## config.mk

```make
export PLATFORM = sky130hd
export DESIGN_NAME = ex_mem_stage_flat
export DESIGN_NICKNAME = d
export VERILOG_FILES = /design/src/rtl/ex_mem_stage_if.sv /design/src/rtl/ex_mem_stage.sv /design/src/flat_wrapper.sv
export SDC_FILE = /design/constraint.sdc
export NUM_CORES = 1
export LEC_CHECK = 0
export ABC_AREA = 0
export BUFFER_PORTS_ARGS = -buffer_cell sky130_fd_sc_hd__buf_2
export CAP_MARGIN = 5
export CORE_ASPECT_RATIO = 1.2
export CORE_MARGIN = 5
export CORE_UTILIZATION = 30
export DETAILED_ROUTE_END_ITERATION = 6
export PLACE_DENSITY = 0.56
export SLEW_MARGIN = 20
export SYNTH_ARGS = -nofsm -noshare
export SYNTH_HDL_FRONTEND = slang
export SYNTH_SLANG_ARGS = --single-unit
```

## constraint.sdc

```tcl
create_clock -name clk -period 3.09 [get_ports clk]
set_input_delay 0.618 -clock clk [delete_from_list [all_inputs] [get_ports clk]]
set_output_delay 0.618 -clock clk [all_outputs]
set_load 0.05 [all_outputs]
```

## src/rtl/ex_mem_stage_if.sv

```systemverilog
// EX->MEM handshake bundle: upstream accept side, downstream deliver side, and flush.
// The branch fields exist only when EX_MEM_BRANCH_EN is defined.
interface ex_mem_stage_if #(
    parameter int DATA_W = 32,
    parameter int REG_AW = 5
);
    logic              in_valid;
    logic              in_ready;
    logic [DATA_W-1:0] alu_out;
    logic              zero;
    logic [DATA_W-1:0] store_data;
    logic [REG_AW-1:0] rd;
    logic              reg_write;
    logic              mem_read;
    logic              mem_write;
    logic              flush;
    logic              out_valid;
    logic              out_ready;
    logic [DATA_W-1:0] m_alu_result;
    logic              m_zero;
    logic [DATA_W-1:0] m_store_data;
    logic [REG_AW-1:0] m_rd;
    logic              m_reg_write;
    logic              m_mem_read;
    logic              m_mem_write;
`ifdef EX_MEM_BRANCH_EN
    logic              branch;
    logic              m_branch_taken;
`endif

    // stage side
    modport slave (
        input  in_valid, alu_out, zero, store_data, rd, reg_write, mem_read, mem_write,
        input  flush, out_ready,
`ifdef EX_MEM_BRANCH_EN
        input  branch,
        output m_branch_taken,
`endif
        output in_ready, out_valid, m_alu_result, m_zero, m_store_data, m_rd,
        output m_reg_write, m_mem_read, m_mem_write
    );

    // environment side (EX producer + MEM consumer)
    modport master (
        output in_valid, alu_out, zero, store_data, rd, reg_write, mem_read, mem_write,
        output flush, out_ready,
`ifdef EX_MEM_BRANCH_EN
        output branch,
        input  m_branch_taken,
`endif
        input  in_ready, out_valid, m_alu_result, m_zero, m_store_data, m_rd,
        input  m_reg_write, m_mem_read, m_mem_write
    );
endinterface

```

## src/rtl/ex_mem_stage.sv

```systemverilog
// EX->MEM pipeline register with a 2-entry skid buffer so in_ready depends only on state.
// Optional branch-taken tracking is enabled by defining EX_MEM_BRANCH_EN.
module ex_mem_stage #(
    parameter int DATA_W = 32,
    parameter int REG_AW = 5
) (
    input  logic          clk,
    input  logic          rst,
    ex_mem_stage_if.slave ex_io
);
    typedef struct packed {
        logic [DATA_W-1:0] alu;
        logic              zero;
        logic [DATA_W-1:0] sdata;
        logic [REG_AW-1:0] rd;
        logic              reg_write;
        logic              mem_read;
        logic              mem_write;
`ifdef EX_MEM_BRANCH_EN
        logic              branch;
`endif
    } payload_t;

    typedef enum logic [1:0] {EMPTY, HOLD, FULL} state_t;

    state_t   state_q, state_d;
    payload_t main_q, main_d;
    payload_t skid_q, skid_d;
    payload_t in_pl;
    logic     accept, deliver, out_valid;

    always_comb begin
        in_pl           = '0;
        in_pl.alu       = ex_io.alu_out;
        in_pl.zero      = ex_io.zero;
        in_pl.sdata     = ex_io.store_data;
        in_pl.rd        = ex_io.rd;
        in_pl.reg_write = ex_io.reg_write;
        in_pl.mem_read  = ex_io.mem_read;
        in_pl.mem_write = ex_io.mem_write;
`ifdef EX_MEM_BRANCH_EN
        in_pl.branch    = ex_io.branch;
`endif
    end

    assign out_valid = (state_q != EMPTY);
    assign accept    = ex_io.in_valid & (state_q != FULL);
    assign deliver   = out_valid & ex_io.out_ready;

    always_comb begin
        state_d = state_q;
        main_d  = main_q;
        skid_d  = skid_q;
        unique case (state_q)
            EMPTY: if (accept) begin
                state_d = HOLD;
                main_d  = in_pl;
            end
            HOLD: begin
                if (accept && deliver) begin
                    main_d = in_pl;
                end else if (accept) begin
                    state_d = FULL;
                    skid_d  = in_pl;
                end else if (deliver) begin
                    state_d = EMPTY;
                end
            end
            FULL: if (deliver) begin
                state_d = HOLD;
                main_d  = skid_q;
            end
            default: state_d = EMPTY;
        endcase
        // Flush only kills validity; stale data is masked by out_valid gating.
        if (ex_io.flush) state_d = EMPTY;
    end

    always_ff @(posedge clk) begin
        if (rst) begin
            state_q <= EMPTY;
            main_q  <= '0;
            skid_q  <= '0;
        end else begin
            state_q <= state_d;
            main_q  <= main_d;
            skid_q  <= skid_d;
        end
    end

    assign ex_io.in_ready     = (state_q != FULL);
    assign ex_io.out_valid    = out_valid;
    assign ex_io.m_alu_result = main_q.alu;
    assign ex_io.m_zero       = main_q.zero;
    assign ex_io.m_store_data = main_q.sdata;
    assign ex_io.m_rd         = main_q.rd;
    assign ex_io.m_reg_write  = out_valid & main_q.reg_write;
    assign ex_io.m_mem_read   = out_valid & main_q.mem_read;
    assign ex_io.m_mem_write  = out_valid & main_q.mem_write;
`ifdef EX_MEM_BRANCH_EN
    assign ex_io.m_branch_taken = out_valid & main_q.branch & main_q.zero;
`endif
endmodule

```

## src/flat_wrapper.sv

```systemverilog
// flat-port wrapper written by rule: the top's interface ports become plain ports
module ex_mem_stage_flat 
#(
    parameter int DATA_W = 32,
    parameter int REG_AW = 5
)
  (clk, rst, ex_io_in_valid, ex_io_alu_out, ex_io_zero, ex_io_store_data, ex_io_rd, ex_io_reg_write, ex_io_mem_read, ex_io_mem_write, ex_io_flush, ex_io_out_ready, ex_io_in_ready, ex_io_out_valid, ex_io_m_alu_result, ex_io_m_zero, ex_io_m_store_data, ex_io_m_rd, ex_io_m_reg_write, ex_io_m_mem_read, ex_io_m_mem_write);
  ex_mem_stage_if #(.DATA_W(DATA_W), .REG_AW(REG_AW)) ex_io_i ();
  input  logic clk;
  input  logic rst;
  input wire logic [$bits(ex_io_i.in_valid)-1:0] ex_io_in_valid;
  input wire logic [$bits(ex_io_i.alu_out)-1:0] ex_io_alu_out;
  input wire logic [$bits(ex_io_i.zero)-1:0] ex_io_zero;
  input wire logic [$bits(ex_io_i.store_data)-1:0] ex_io_store_data;
  input wire logic [$bits(ex_io_i.rd)-1:0] ex_io_rd;
  input wire logic [$bits(ex_io_i.reg_write)-1:0] ex_io_reg_write;
  input wire logic [$bits(ex_io_i.mem_read)-1:0] ex_io_mem_read;
  input wire logic [$bits(ex_io_i.mem_write)-1:0] ex_io_mem_write;
  input wire logic [$bits(ex_io_i.flush)-1:0] ex_io_flush;
  input wire logic [$bits(ex_io_i.out_ready)-1:0] ex_io_out_ready;
  output wire logic [$bits(ex_io_i.in_ready)-1:0] ex_io_in_ready;
  output wire logic [$bits(ex_io_i.out_valid)-1:0] ex_io_out_valid;
  output wire logic [$bits(ex_io_i.m_alu_result)-1:0] ex_io_m_alu_result;
  output wire logic [$bits(ex_io_i.m_zero)-1:0] ex_io_m_zero;
  output wire logic [$bits(ex_io_i.m_store_data)-1:0] ex_io_m_store_data;
  output wire logic [$bits(ex_io_i.m_rd)-1:0] ex_io_m_rd;
  output wire logic [$bits(ex_io_i.m_reg_write)-1:0] ex_io_m_reg_write;
  output wire logic [$bits(ex_io_i.m_mem_read)-1:0] ex_io_m_mem_read;
  output wire logic [$bits(ex_io_i.m_mem_write)-1:0] ex_io_m_mem_write;
  assign ex_io_i.in_valid = ex_io_in_valid;
  assign ex_io_i.alu_out = ex_io_alu_out;
  assign ex_io_i.zero = ex_io_zero;
  assign ex_io_i.store_data = ex_io_store_data;
  assign ex_io_i.rd = ex_io_rd;
  assign ex_io_i.reg_write = ex_io_reg_write;
  assign ex_io_i.mem_read = ex_io_mem_read;
  assign ex_io_i.mem_write = ex_io_mem_write;
  assign ex_io_i.flush = ex_io_flush;
  assign ex_io_i.out_ready = ex_io_out_ready;
  assign ex_io_in_ready = ex_io_i.in_ready;
  assign ex_io_out_valid = ex_io_i.out_valid;
  assign ex_io_m_alu_result = ex_io_i.m_alu_result;
  assign ex_io_m_zero = ex_io_i.m_zero;
  assign ex_io_m_store_data = ex_io_i.m_store_data;
  assign ex_io_m_rd = ex_io_i.m_rd;
  assign ex_io_m_reg_write = ex_io_i.m_reg_write;
  assign ex_io_m_mem_read = ex_io_i.m_mem_read;
  assign ex_io_m_mem_write = ex_io_i.m_mem_write;
  ex_mem_stage #(.DATA_W(DATA_W), .REG_AW(REG_AW)) u_core (.clk(clk), .rst(rst), .ex_io(ex_io_i));
endmodule
```

==> results.toml <==
[logic_synthesis]
ys_types = 24
ys_warn_count = 0
syn_area_um2 = 6830
syn_nets = 826
synth_area_per_cell_um2 = 9.13
synth_seq_area_share_pct = 43.4
synth_top_area_share_pct = 43.4
synth-seq-cells = 148
yosys-top-cells-area = "dfxtp_1 (43%), a211oi_1 (16%), mux2i_1 (11%)"
synthCells = 748
synth_largest_area_cell = "dfxtp_1"

[pwr]
internal-power_mw = 3.60
p_clk_share_pct = 44.6
pwr-share-seq_pct = 41.2
peakVddDrop_mv = 0.347
p_switching_mw = 1.39
leakage_nw = 3.44
powerDensity_nw_per_um2 = 640
totalPowerFinal_mw = 4.99
switching_share_pct = 27.9
comb_power_share_pct = 14.2

[placement]
dp_slack_ps = 803
portBuffers = 152
dpl.hpwl_um = 10900
gp_congestion = 0.687

[flow_run]
drv_cap = 0

[critical_path]
startpoint_type = "flop"
slowest_stage = "dfxtp_1"
crit_chain = "nor2_1 > nor2b_1 > buf_2"
cp_max_fo = 8
path_class = "flop to output pin"
crit_path_end_kind = "output pin"
max_stage_delay_ps = 590
crit_required_ps = 2470
critical_path_arrival_ps = 1750

[cells_and_area]
mostFrequentLayoutCell = "buf_2"
final_cell_mix = "buf_2 (151), nand2_1 (148), dfxtp_1 (148)"
drive_above_1_share_pct = 25.8
nNetsFinal = 867
area_growth_syn_to_layout_pct = 14.3

[clock_tree]
cts_setup_buffers = 0
clockBufferDepth = 2
insertion_delay_ps = 420
htreeDepth = 4
cts-buffers-inserted = 17
cts_tree = "built"
clk_pin_slew_ps = 60
hold_buffers = 0
ctsResizeCount = 0
clockRootBuffer = "clkbuf_16"
clock-sinks = 148

[detailed_routing]
drtAntennaViolNets = 0
drc = 0
drtIter0Drc = 204
firstDrtPassIters = 4
vias = 5436
vias_per_cell = 5.02
drt_wl_total_um = 18100
wl_per_cell_um = 16.7

[die]
coreArea_um2 = 22400
die_area_um2 = 25900
pin_count = 153
rows = 60
start_util_pct = 30.4
dieHeight_um = 175
die_w_um = 148

[sta]
drv_slew = 0
final.setup.worst_slack_ps = 721
finalHoldViolCount = 0
max_freq_ghz = 0.422
tns_ps = 0
rsz0062_at_grt = "false"
maxSlewHeadroom_pct = 40.7
worst_pin_slew_ps = 890
setup-violations-final = 0
layout_min_cycle_time_ps = 2370
fin_crit_sh_pct = 76.7
fin_worst_skew_ps = 7.94

[grt]
groute.usage.overall_pct = 13.7
grt_max_degree = 83
antenna_found_initial = 2
grt_pass1_vias = 5288
grt_overflow_total = 0
grt_pass1_wl_um = 28400

[min_path]
hp-class = "input port to flop"

[outcome]
outcome = "completed"
[worst paths after layout]
kind | cells past startpoint | from | to | slack, ps
setup reg to reg | 4 | u_core.state_q[1]$_SDFFE_PP0P_ | u_core.ex_io.m_store_data[22]$_SDFFE_PP0P_ | 1050
setup / recovery | 3 | u_core.state_q[1]$_SDFFE_PP0P_ | ex_io_m_mem_read | 720
hold reg to reg | 2 | u_core.skid_q[36]$_SDFFE_PP0P_ | u_core.skid_q[36]$_SDFFE_PP0P_ | 450
hold / removal | 2 | ex_io_flush | u_core.state_q[1]$_SDFFE_PP0P_ | 380
[synthesized netlist by cell type (all sizes together)]
master / n
inv: 1
mux2i: 73
a2111oi: 1
nor4bb: 1
nor2: 1
nand2b: 2
nand4bb: 1
clkbuf: 18
dfxtp: 148
buf: 124
and2: 1
o21bai: 1
or3b: 1
a21o: 2
nor2b: 4
and3b: 1
a21oi: 73
a211oi: 147
nand2: 148
[power by group through the flow]
stage	logic, mW	registers, mW	clock network, mW
CTS	0.717	2.06	2.28
global route	0.759	2.06	2.35
global placement	0.710	2.10	0
finish	0.709	2.06	2.23
floorplan	0.612	2.08	0
detailed placement	0.716	2.10	0
[through the flow]
stage | instances | hold slack [ps] | instance area, µm² | utilization (%)
2_1_floorplan | 748 | 436 | 6830 | -
3_3_place_gp | 1049 | 441 | 7170 | 31.9
3_5_place_dp | 1049 | 446 | 7170 | 31.9
4_1_cts | 1081 | 360 | 7800 | 34.8
5_1_grt | 1082 | 368 | 7800 | 34.8
6_report | 1082 | 382 | 7800 | 34.8
[per-layer routing]
layer,GRT usage (%),wire [µm]
met1,16.3,7860
met2,23.9,9060
met3,3.40,794
met4,5.09,371
met5,0,13
[sequential cells by signal (all words and copies together) (netlist names)]
register / count
u_core.ex_io.m_alu_result: 32
u_core.ex_io.m_rd: 5
u_core.ex_io.m_store_data: 32
u_core.ex_io.m_zero: 1
u_core.main_q: 3
u_core.skid_q: 73
u_core.state_q: 2
[cell families (layout without fill, tap and decap cells)]
group	after synthesis	count (layout)	share of synthesized area (%)
muxes	73	73	10.7
buffers and inverters	143	197	14.2
other	0	1	0
DFF	148	148	43.4
AOI/OAI and AO/OA	224	224	22.3
and+or+nand+nor	160	160	9.44
[worst max-delay path, delay by kind of cell (launching register included)]
family,cells,cell delay [ps]
flops,1,590
simple gates,2,440
buf+inv,1,300
[layout make-up]
class / count / area, µm²
sequential: 148 / 2960
timing repair buffer: 164 / 903
tap: 279 / 349
clock inverter: 13 / 180
inverter: 1 / 3.75
antenna: 1 / 2.50
clock buffer: 19 / 453
multi-input combinational: 457 / 2950
fill: 2311 / 14600
Note: power is estimated with default switching activity, not from simulation.
